===== config.mk =====
export PLATFORM = sky130hd
export DESIGN_NAME = fetch_queue
export DESIGN_NICKNAME = d
export VERILOG_FILES = /design/src/rtl/fetch_pkg.sv /design/src/rtl/fetch_fifo.sv /design/src/rtl/fetch_queue.sv
export SDC_FILE = /design/constraint.sdc
export NUM_CORES = 1
export LEC_CHECK = 0
export BUFFER_PORTS_ARGS = -buffer_cell sky130_fd_sc_hd__buf_2
export CAP_MARGIN = 0
export CORE_MARGIN = 5
export CORE_UTILIZATION = 40
export CTS_BUF_LIST = sky130_fd_sc_hd__clkbuf_4
export DETAILED_ROUTE_END_ITERATION = 10
export PLACE_DENSITY = 0.58
export SKIP_CTS_REPAIR_TIMING = 1
export SLEW_MARGIN = 30
export SYNTH_ARGS = -nofsm -noshare
export SYNTH_HDL_FRONTEND = slang
export SYNTH_SLANG_ARGS = --single-unit
export TNS_END_PERCENT = 100

===== constraint.sdc =====
create_clock -name clk -period 3.7 [get_ports clk]
set_clock_uncertainty 0.15 [all_clocks]
set_input_delay 0.185 -clock clk [delete_from_list [all_inputs] [get_ports clk]]
set_output_delay 0.185 -clock clk [all_outputs]
set_load 0.05 [all_outputs]

===== src/rtl/fetch_pkg.sv =====
// Shared types for the instruction-fetch queue: entry record and FSM states.
package fetch_pkg;

    localparam int unsigned INSTR_W = 32;
    localparam int unsigned PC_W    = 32;

    typedef struct packed {
        logic [INSTR_W-1:0] instr;
        logic [PC_W-1:0]    pc;
    } fetch_entry_t;

    typedef enum logic [1:0] {
        S_WAIT,
        S_FETCH,
        S_DRAIN
    } fetch_state_t;

endpackage


===== src/rtl/fetch_fifo.sv =====
// Circular buffer of fetch entries with push/pop/flush and occupancy outputs.
module fetch_fifo
    import fetch_pkg::*;
#(
    parameter int unsigned DEPTH = 4,
    parameter int unsigned PTR_W = $clog2(DEPTH)
) (
    input  logic               clk_i,
    input  logic               rst_ni,
    input  logic               push_i,
    input  logic               pop_i,
    input  logic               flush_i,
    input  fetch_entry_t       wdata_i,
    output fetch_entry_t       rdata_o,
    output logic [PTR_W:0]     count_o,
    output logic               full_o,
    output logic               empty_o
);

    localparam logic [PTR_W:0] FullCnt = (PTR_W+1)'(DEPTH);

    fetch_entry_t     mem_q [DEPTH];
    logic [PTR_W-1:0] wptr_q;
    logic [PTR_W-1:0] rptr_q;
    logic [PTR_W:0]   count_q;
    logic             do_push;
    logic             do_pop;

    always_comb begin
        empty_o = (count_q == '0);
        full_o  = (count_q == FullCnt);
        do_pop  = pop_i && !empty_o;
        // A pop in the same cycle frees the slot the push lands in.
        do_push = push_i && (!full_o || do_pop);
        rdata_o = mem_q[rptr_q];
        count_o = count_q;
    end

    always_ff @(posedge clk_i or negedge rst_ni) begin
        if (!rst_ni) begin
            wptr_q  <= '0;
            rptr_q  <= '0;
            count_q <= '0;
            for (int i = 0; i < DEPTH; i++) begin
                mem_q[i] <= '0;
            end
        end else if (flush_i) begin
            wptr_q  <= '0;
            rptr_q  <= '0;
            count_q <= '0;
        end else begin
            if (do_push) begin
                mem_q[wptr_q] <= wdata_i;
                wptr_q        <= wptr_q + PTR_W'(1);
            end
            if (do_pop) begin
                rptr_q <= rptr_q + PTR_W'(1);
            end
            case ({do_push, do_pop})
                2'b10:   count_q <= count_q + (PTR_W+1)'(1);
                2'b01:   count_q <= count_q - (PTR_W+1)'(1);
                default: count_q <= count_q;
            endcase
        end
    end

endmodule


===== src/rtl/fetch_queue.sv =====
// Fetch stage: issues ROM reads from the PC, buffers responses, hands them to decode.
// Optional FETCH_BYPASS_EN forwards a response straight to decode when the queue is empty.
module fetch_queue
    import fetch_pkg::*;
#(
    parameter int unsigned DEPTH  = 4,
    parameter int unsigned ADDR_W = 10,
    parameter int unsigned PTR_W  = $clog2(DEPTH)
) (
    input  logic              clk,
    input  logic              reset,
    input  logic [31:0]       pc_i,
    output logic              pc_advance_o,
    output logic              imem_req_o,
    output logic [ADDR_W-1:0] imem_addr_o,
    input  logic [31:0]       imem_rdata_i,
    input  logic              flush_i,
    output logic [31:0]       inst_o,
    output logic [31:0]       inst_pc_o,
    output logic              inst_valid_o,
    input  logic              inst_ready_i
);

    fetch_state_t   state_q;
    logic           inflight_q;
    logic           drop_q;
    logic [31:0]    req_pc_q;

    fetch_entry_t   f_wdata;
    fetch_entry_t   f_head;
    logic [PTR_W:0] f_count;
    logic           f_full;
    logic           f_empty;
    logic           f_push;
    logic           f_pop;
    logic           rsp_valid;
    logic           pop;
    logic [PTR_W+1:0] occ;
    logic           unused_full;

    assign unused_full = f_full;

    fetch_fifo #(
        .DEPTH (DEPTH),
        .PTR_W (PTR_W)
    ) u_fifo (
        .clk_i   (clk),
        .rst_ni  (reset),
        .push_i  (f_push),
        .pop_i   (f_pop),
        .flush_i (flush_i),
        .wdata_i (f_wdata),
        .rdata_o (f_head),
        .count_o (f_count),
        .full_o  (f_full),
        .empty_o (f_empty)
    );

    always_comb begin
        f_wdata.instr = imem_rdata_i;
        f_wdata.pc    = req_pc_q;
        rsp_valid     = inflight_q && !drop_q && !flush_i;
        inst_o        = f_head.instr;
        inst_pc_o     = f_head.pc;
        inst_valid_o  = !f_empty;
        f_push        = rsp_valid;
`ifdef FETCH_BYPASS_EN
        if (f_empty && rsp_valid) begin
            inst_o       = imem_rdata_i;
            inst_pc_o    = req_pc_q;
            inst_valid_o = 1'b1;
            f_push       = !inst_ready_i;
        end
`endif
        pop   = inst_valid_o && inst_ready_i;
        f_pop = pop && !f_empty;
        // Slots committed: queued entries plus the read still in flight.
        occ = {1'b0, f_count} + (PTR_W+2)'(inflight_q) - (PTR_W+2)'(pop);
        imem_req_o   = (state_q == S_FETCH) && !flush_i && (occ < (PTR_W+2)'(DEPTH));
        pc_advance_o = imem_req_o;
        imem_addr_o  = imem_req_o ? pc_i[ADDR_W+1:2] : '0;
    end

    always_ff @(posedge clk or negedge reset) begin
        if (!reset) begin
            state_q    <= S_WAIT;
            inflight_q <= 1'b0;
            drop_q     <= 1'b0;
            req_pc_q   <= '0;
        end else begin
            inflight_q <= imem_req_o;
            drop_q     <= flush_i && inflight_q;
            if (imem_req_o) begin
                req_pc_q <= pc_i;
            end
            case (state_q)
                S_WAIT:  state_q <= flush_i ? S_DRAIN : S_FETCH;
                S_FETCH: state_q <= flush_i ? S_DRAIN : S_FETCH;
                S_DRAIN: state_q <= flush_i ? S_DRAIN : S_FETCH;
                default: state_q <= S_WAIT;
            endcase
        end
    end

endmodule


After elaboration in Yosys (flattened, before gate mapping)

Cells that the tools add are included.

Bits in registers: 299
Output and inout port bits: 77
Input bits: 68

Reductions and logical operators: 22
Bitwise gates (word level): 3
Eq/ne operators: 5
Multiplexer cells: 15
Add/sub/neg operators: 6
$lt $le $gt $ge: 4

Operators with widths:

| kind                                                       | number |
|---|---|
| bitwise mux 256 bit                                        | 1 |
| 2-to-1 mux 64 bit                                          | 3 |
| binary-select mux 64 bit (select 2 bit)                    | 1 |
| demux 64 bit (select 2 bit)                                | 1 |
| 2-to-1 mux 2 bit                                           | 6 |
| logical AND 1 bit                                          | 10 |
| 2-to-1 mux 10 bit                                          | 1 |
| >= comparator 3 bit, second input constant                 | 2 |
| inverter 2 -> 3 bit                                        | 2 |
| case mux 3 bit (2 select lines)                            | 1 |
| adder 2 x 1 -> 2 bit, second input constant                | 2 |
| adder 3 x 1 -> 4 bit                                       | 1 |
| == test 2 x 1 -> 1 bit, second input constant              | 2 |
| == test 2 bit, second input constant                       | 2 |
| logical NOT 1 bit                                          | 4 |
| less-than comparator 4 x 3 -> 1 bit, second input constant | 1 |
| nonzero test 2 bit                                         | 2 |
| subtractor 4 x 1 -> 4 bit                                  | 1 |
| adder 3 x 1 -> 3 bit, second input constant                | 1 |
| == test 3 bit, second input constant                       | 1 |
| logical NOT 3 bit                                          | 1 |
| less-than comparator 3 x 1 -> 1 bit, second input constant | 1 |
| 2-to-1 mux 3 bit                                           | 1 |
| nonzero test 3 bit                                         | 1 |
| 6 further kinds                                            | 6 |

Depth between registers and ports, before layout

Word-level depth: 10
Mapped depth: 10

Hierarchy

Synthesis repeated with hierarchy kept, for this count alone.

Cells, all modules: 785
Area, all modules: 14038.5 um^2

By module, submodules not included:

| module      | area an instance (um^2) | sequential area each (um^2) | times used | cells each |
|---|---|---|---|---|
| fetch_fifo  | 12527.0                 | 6581.3                      | 1          | 681 |
| fetch_queue | 1511.4                  | 900.9                       | 1          | 104 |

Worst setup path before layout

OpenSTA, ideal clock, no wires.

Path kind: register to output
Start point: register u_fifo.count_q[1] (netlist: u_fifo.count_o[1])
End point: output imem_addr_o[0]
Data arrival time: 3142 ps
Data required time: 3365 ps
Slack: 223 ps
Stages on the path, launching flop included: 11
Cell sequence: dfrtp_1 -> o31ai_1 -> inv_1 -> ha_1 -> inv_1 -> ha_1 -> nand3b_1 -> mux2i_1 -> nor3_1 -> clkbuf_1 -> and2_1

Longest elaborated chain between the ends: 7
Elaborated cells on any way between the ends: 8
Those cells by class: add/sub (2); order compare (1); mux (1); reduce/logical (4)

RTL lines:

| item                                                         | line              | RTL |
|---|---|---|
| start: declaration                                           | fetch_fifo.sv:25  | `logic [PTR_W:0] count_q;` |
| start signal: assignment                                     | fetch_fifo.sv:60  | `2'b10: count_q <= count_q + (PTR_W+1)'(1);` |
| start signal: assignment                                     | fetch_fifo.sv:61  | `2'b01: count_q <= count_q - (PTR_W+1)'(1);` |
| start signal: assignment                                     | fetch_fifo.sv:62  | `default: count_q <= count_q;` |
| branches (longest 3 deep; another with adder 3 x 1 -> 4 bit) | n/a               |  |
| subtractor 4 x 1 -> 4 bit (*)                                | fetch_queue.sv:78 | `occ = {1'b0, f_count} + (PTR_W+2)'(inflight_q) - (PTR_W+2)'(pop);` |
| less-than comparator 4 x 3 -> 1 bit (*)                      | fetch_queue.sv:79 | `imem_req_o = (state_q == S_FETCH) && !flush_i && (occ < (PTR_W+2)'(DEPTH));` |
| logical AND 1 bit (*)                                        | fetch_queue.sv:79 |  |
| net imem_req_o                                               | fetch_queue.sv:14 | `output logic imem_req_o,` |
| 2-to-1 mux 10 bit (*)                                        | fetch_queue.sv:81 | `imem_addr_o = imem_req_o ? pc_i[ADDR_W+1:2] : '0;` |
| end: declaration                                             | fetch_queue.sv:15 | `output logic [ADDR_W-1:0] imem_addr_o,` |

Mark *: on every way through the listed nets, which the timed path passes.

Worst setup path in the final report

Start point: register u_fifo.count_q[2] (netlist: u_fifo.count_o[2])
End point: output imem_addr_o[1]

Longest elaborated chain between the ends: 7
Elaborated cells on any way between the ends: 8
Those cells by class: add/sub (2); order compare (1); mux (1); reduce/logical (4)

RTL lines:

| item                                                         | line |
|---|---|
| branches (longest 3 deep; another with adder 3 x 1 -> 4 bit) | n/a |
| subtractor 4 x 1 -> 4 bit (*)                                | fetch_queue.sv:78 |
| less-than comparator 4 x 3 -> 1 bit (*)                      | fetch_queue.sv:79 |
| logical AND 1 bit (*)                                        | fetch_queue.sv:79 |
| 2-to-1 mux 10 bit (*)                                        | fetch_queue.sv:81 |

Mark *: on every way between the ends.

==> results.py <==
metrics = {
    "status": {
        "result_of_the_run": "finished, final reports clean",
    },
    "yosys": {
        "synth_seq_cells": 299,
        "synth_warnings": 0,
        "synth_cells": 768,
        "synth.avg_cell_area_um2": 17.0,
        "synth-seq-area-share_pct": 57.4,
        "syn_area_um2": 13000,
        "synthArstFlopShare_pct": 100,
        "synth.lib_cells_used.distinct": 33,
        "edff_count_synth": 0,
        "synth_flop_cell": "dfrtp_1",
        "mappedNetlistNets": 844,
    },
    "global_route": {
        "grt_first_pass_wirelength_mm": 44.4,
        "antenna_found_initial": 1,
        "grt.met3_usage_pct": 4.60,
        "grt.met1_usage_pct": 20.3,
        "track_usage_pct": 15.4,
        "grt-busiest-layer": "met2",
        "globalRouteOverflowTotal": 0,
        "pin_count_of_the_biggest_net_entering_global_routing": 93,
        "global_route.usage.met2_pct": 24.4,
        "vias_in_the_first_global_route": 8128,
    },
    "clock_network": {
        "cts_htree_levels": 3,
        "worstSkewPairLatency_ps": 680,
        "numCtsBuffers": 83,
        "max-clock-path-buffers": 3,
        "cts.sinks": 299,
        "clk_root_buffer_cell": "clkbuf_4",
        "clkTransAtPathRegs_ps": 60,
        "tritoncts": "yes",
    },
    "routing": {
        "vias": 7606,
        "detail_route.wirelength_mm": 27.7,
        "first_pass_iters": 6,
        "ant_nets": 0,
        "initialDrtViolationCount": 206,
        "detail_route.drc_violations": 0,
        "route.detailed.vias_per_inst": 4.92,
        "route.detailed.wl_per_inst_um": 17.9,
    },
    "sta": {
        "max-slew-margin-rel_pct": 49.5,
        "finalHoldViolations": 0,
        "rsz0062_at_grt": "false",
        "worst_hold_margin_ps": 115,
        "maxClockFrequency_mhz": 294,
        "timing.final.setup_violations": 0,
        "post-route-min-period_ps": 3400,
        "slew_violations": 0,
        "min_period_over_period_pct": 91.9,
        "tightestPinTransition_ps": 757,
    },
    "min_path": {
        "hold-path-endpoint": "req_pc_q[18]",
        "hold_path_depth": 3,
        "worst_min_delay_path_startpoint": "pc_i[18]",
        "worstHoldPathType": "in2reg",
    },
    "setup_path": {
        "worstPathRequired_ps": 3370,
        "timing.critical_path.depth": 11,
        "chain_of_cells_forming_the_critical_path": "o31ai_2 -> inv_1 -> ha_1 -> inv_1 -> ha_1 -> nand3b_1 -> mux2i_1 -> nor3_4 -> clkbuf_16 -> and2_1 -> buf_2",
        "cp_data_arrival_time_ps": 3070,
        "timing.critical_path.to_type": "primary output",
        "critPathTopFamily": "buffers and inverters",
        "ff2ff_path_depth": 11,
        "cpMaxStageDelayCell": "dfrtp_1",
        "r2r_setup_slack_ps": 880,
        "worst_r2r_endpoint": "req_pc_q[4]",
        "critPathKind": "reg2out",
        "worstPathBufferInverterCount": 4,
        "cp_max_fo": 16,
        "critPathLaunchType": "flip-flop",
        "cpPeakStageDelay_ps": 440,
        "launching_point_of_the_worst_reg2reg_path": "u_fifo.count_o[2]",
    },
    "finish": {
        "flow.area_growth_from_synthesis_pct": 22.6,
        "final_common_cell": "dfrtp_1",
        "drive_gt1_share_pct": 60.1,
        "num-nets-final": 1117,
        "layout.cells.most_common_list": "dfrtp_1 (297), mux2_2 (290), buf_2 (143)",
        "finalNonFillerCells": 1547,
    },
    "floorplan": {
        "die_outline_area_um2": 36300,
        "top_level_ports": 145,
        "core_um2": 32400,
        "floorplan.die.width_um": 191,
        "placement_rows": 66,
        "initial_utilization_pct": 40.3,
        "floorplan.die.height_um": 191,
    },
    "power_and_ir_drop": {
        "p_int_w": 0.00720,
        "total_power_w": 0.0115,
        "static-leakage-power_nw": 7.79,
        "power_frac_clock_pct": 25.6,
        "power_frac_comb_pct": 34.6,
        "power.density_cell_area_nw_per_um2": 718,
        "seqPwrFrac_pct": 39.8,
        "max-vdd-ir-drop_v": 0.000421,
        "net-switching-power_w": 0.00428,
        "switching_share_pct": 37.3,
    },
    "placed_design": {
        "globalplace.congestion": 0.717,
        "hpwl_mm": 16.1,
        "dp_cells": 1326,
        "number_of_buffers_inserted_by_port_buffering": 144,
    },
    "flow_run": {
        "number_of_violations_of_the_max_capacitance_limit": 0,
    },
}
synthesized netlist by cell type, drive strengths merged, types with 2 or more instances:
| cell | n | share of area (%) |
|---|---|---|
| clkbuf | 7 | 0.20 |
| o31ai | 2 | 0.12 |
| inv | 8 | 0.23 |
| mux2 | 290 | 25 |
| nor2 | 10 | 0.29 |
| mux4 | 64 | 11 |
| mux2i | 2 | 0.15 |
| buf | 37 | 2.5 |
| nand2b | 4 | 0.19 |
| ha | 7 | 0.67 |
| nand3 | 2 | 0.077 |
| dfrtp | 299 | 57 |
| a21oi | 2 | 0.077 |
| xnor2 | 2 | 0.13 |
| and2 | 11 | 0.53 |
| a31oi | 2 | 0.21 |
| nand2 | 8 | 0.31 |
per-stage QoR:
stage | util (%) | setup WS, ps | cell area (um^2) | TNS (ps)
floorplan | - | 223 | 13000 | 0
global placement | 43.8 | 749 | 14200 | 0
detailed placement | 43.8 | 688 | 14200 | 0
CTS | 47.0 | -83.4 | 15200 | -763
global route | 49.4 | 47.3 | 16000 | 0
finish | 49.4 | 298 | 16000 | 0
final cells by class:
cell class | count | area [um^2]
clock buffers | 131 | 983
inverters | 8 | 30.0
multi-input cells | 417 | 5200
repair buffers | 232 | 1650
diodes | 1 | 2.50
well taps | 442 | 553
clock inverters | 17 | 68.8
fillers | 2927 | 16400
flip-flops and latches | 299 | 7490
power by group through the flow:
| stage | Clock, W | Combinational [W] | Sequential [W] |
|---|---|---|---|
| 2_1_floorplan | 0 | 0.00319 | 0.00441 |
| 3_3_place_gp | 0 | 0.00392 | 0.00463 |
| 3_5_place_dp | 0 | 0.00396 | 0.00463 |
| 4_1_cts | 0.00309 | 0.00397 | 0.00458 |
| 5_1_grt | 0.00326 | 0.00424 | 0.00469 |
| 6_report | 0.00294 | 0.00398 | 0.00457 |
per-layer routing:
| metal | share of wire, % | wire length [um] |
|---|---|---|
| met1 | 44 | 12200 |
| met2 | 49 | 13500 |
| met3 | 5.5 | 1520 |
| met4 | 2.0 | 558 |
| met5 | 0 | 0 |
flip-flops by register name, indices dropped and copies added (netlist names):
signal,count
state_q,2
drop_q,1
u_fifo.mem_q,256
u_fifo.wptr_q,2
inflight_q,1
req_pc_q,32
u_fifo.count_o,3
u_fifo.rptr_q,2
worst min-delay path: stages:
cell           delay (ps)
dlygate4sd3_1         520
buf_2                  90
mux2_2                120
cells by family (layout without fill, tap and decap cells):
family / after synthesis / count (layout) / synth area share [%]
other: 0 / 1 / 0
XOR/XNOR: 3 / 3 / 0.202
buffers and inverters: 52 / 388 / 2.98
AND/OR/NAND/NOR: 41 / 41 / 1.75
flip-flops: 299 / 299 / 57.4
adder cells (fa/ha/maj): 8 / 8 / 0.826
AO/OA/AOI/OAI: 9 / 9 / 0.566
multiplexers: 356 / 356 / 36.3
worst max-delay path by stage:
stage | slack [ps] | endpoint | start
floorplan | 220 | imem_addr_o[0] | u_fifo.count_o[1]
global placement | 750 | imem_addr_o[9] | u_fifo.count_o[1]
detailed placement | 690 | imem_addr_o[1] | u_fifo.count_o[1]
CTS | -80 | imem_addr_o[1] | u_fifo.count_o[1]
global route | 50 | imem_addr_o[8] | u_fifo.count_o[2]
finish | 300 | imem_addr_o[1] | u_fifo.count_o[2]
(Power assumes the default switching activity.)
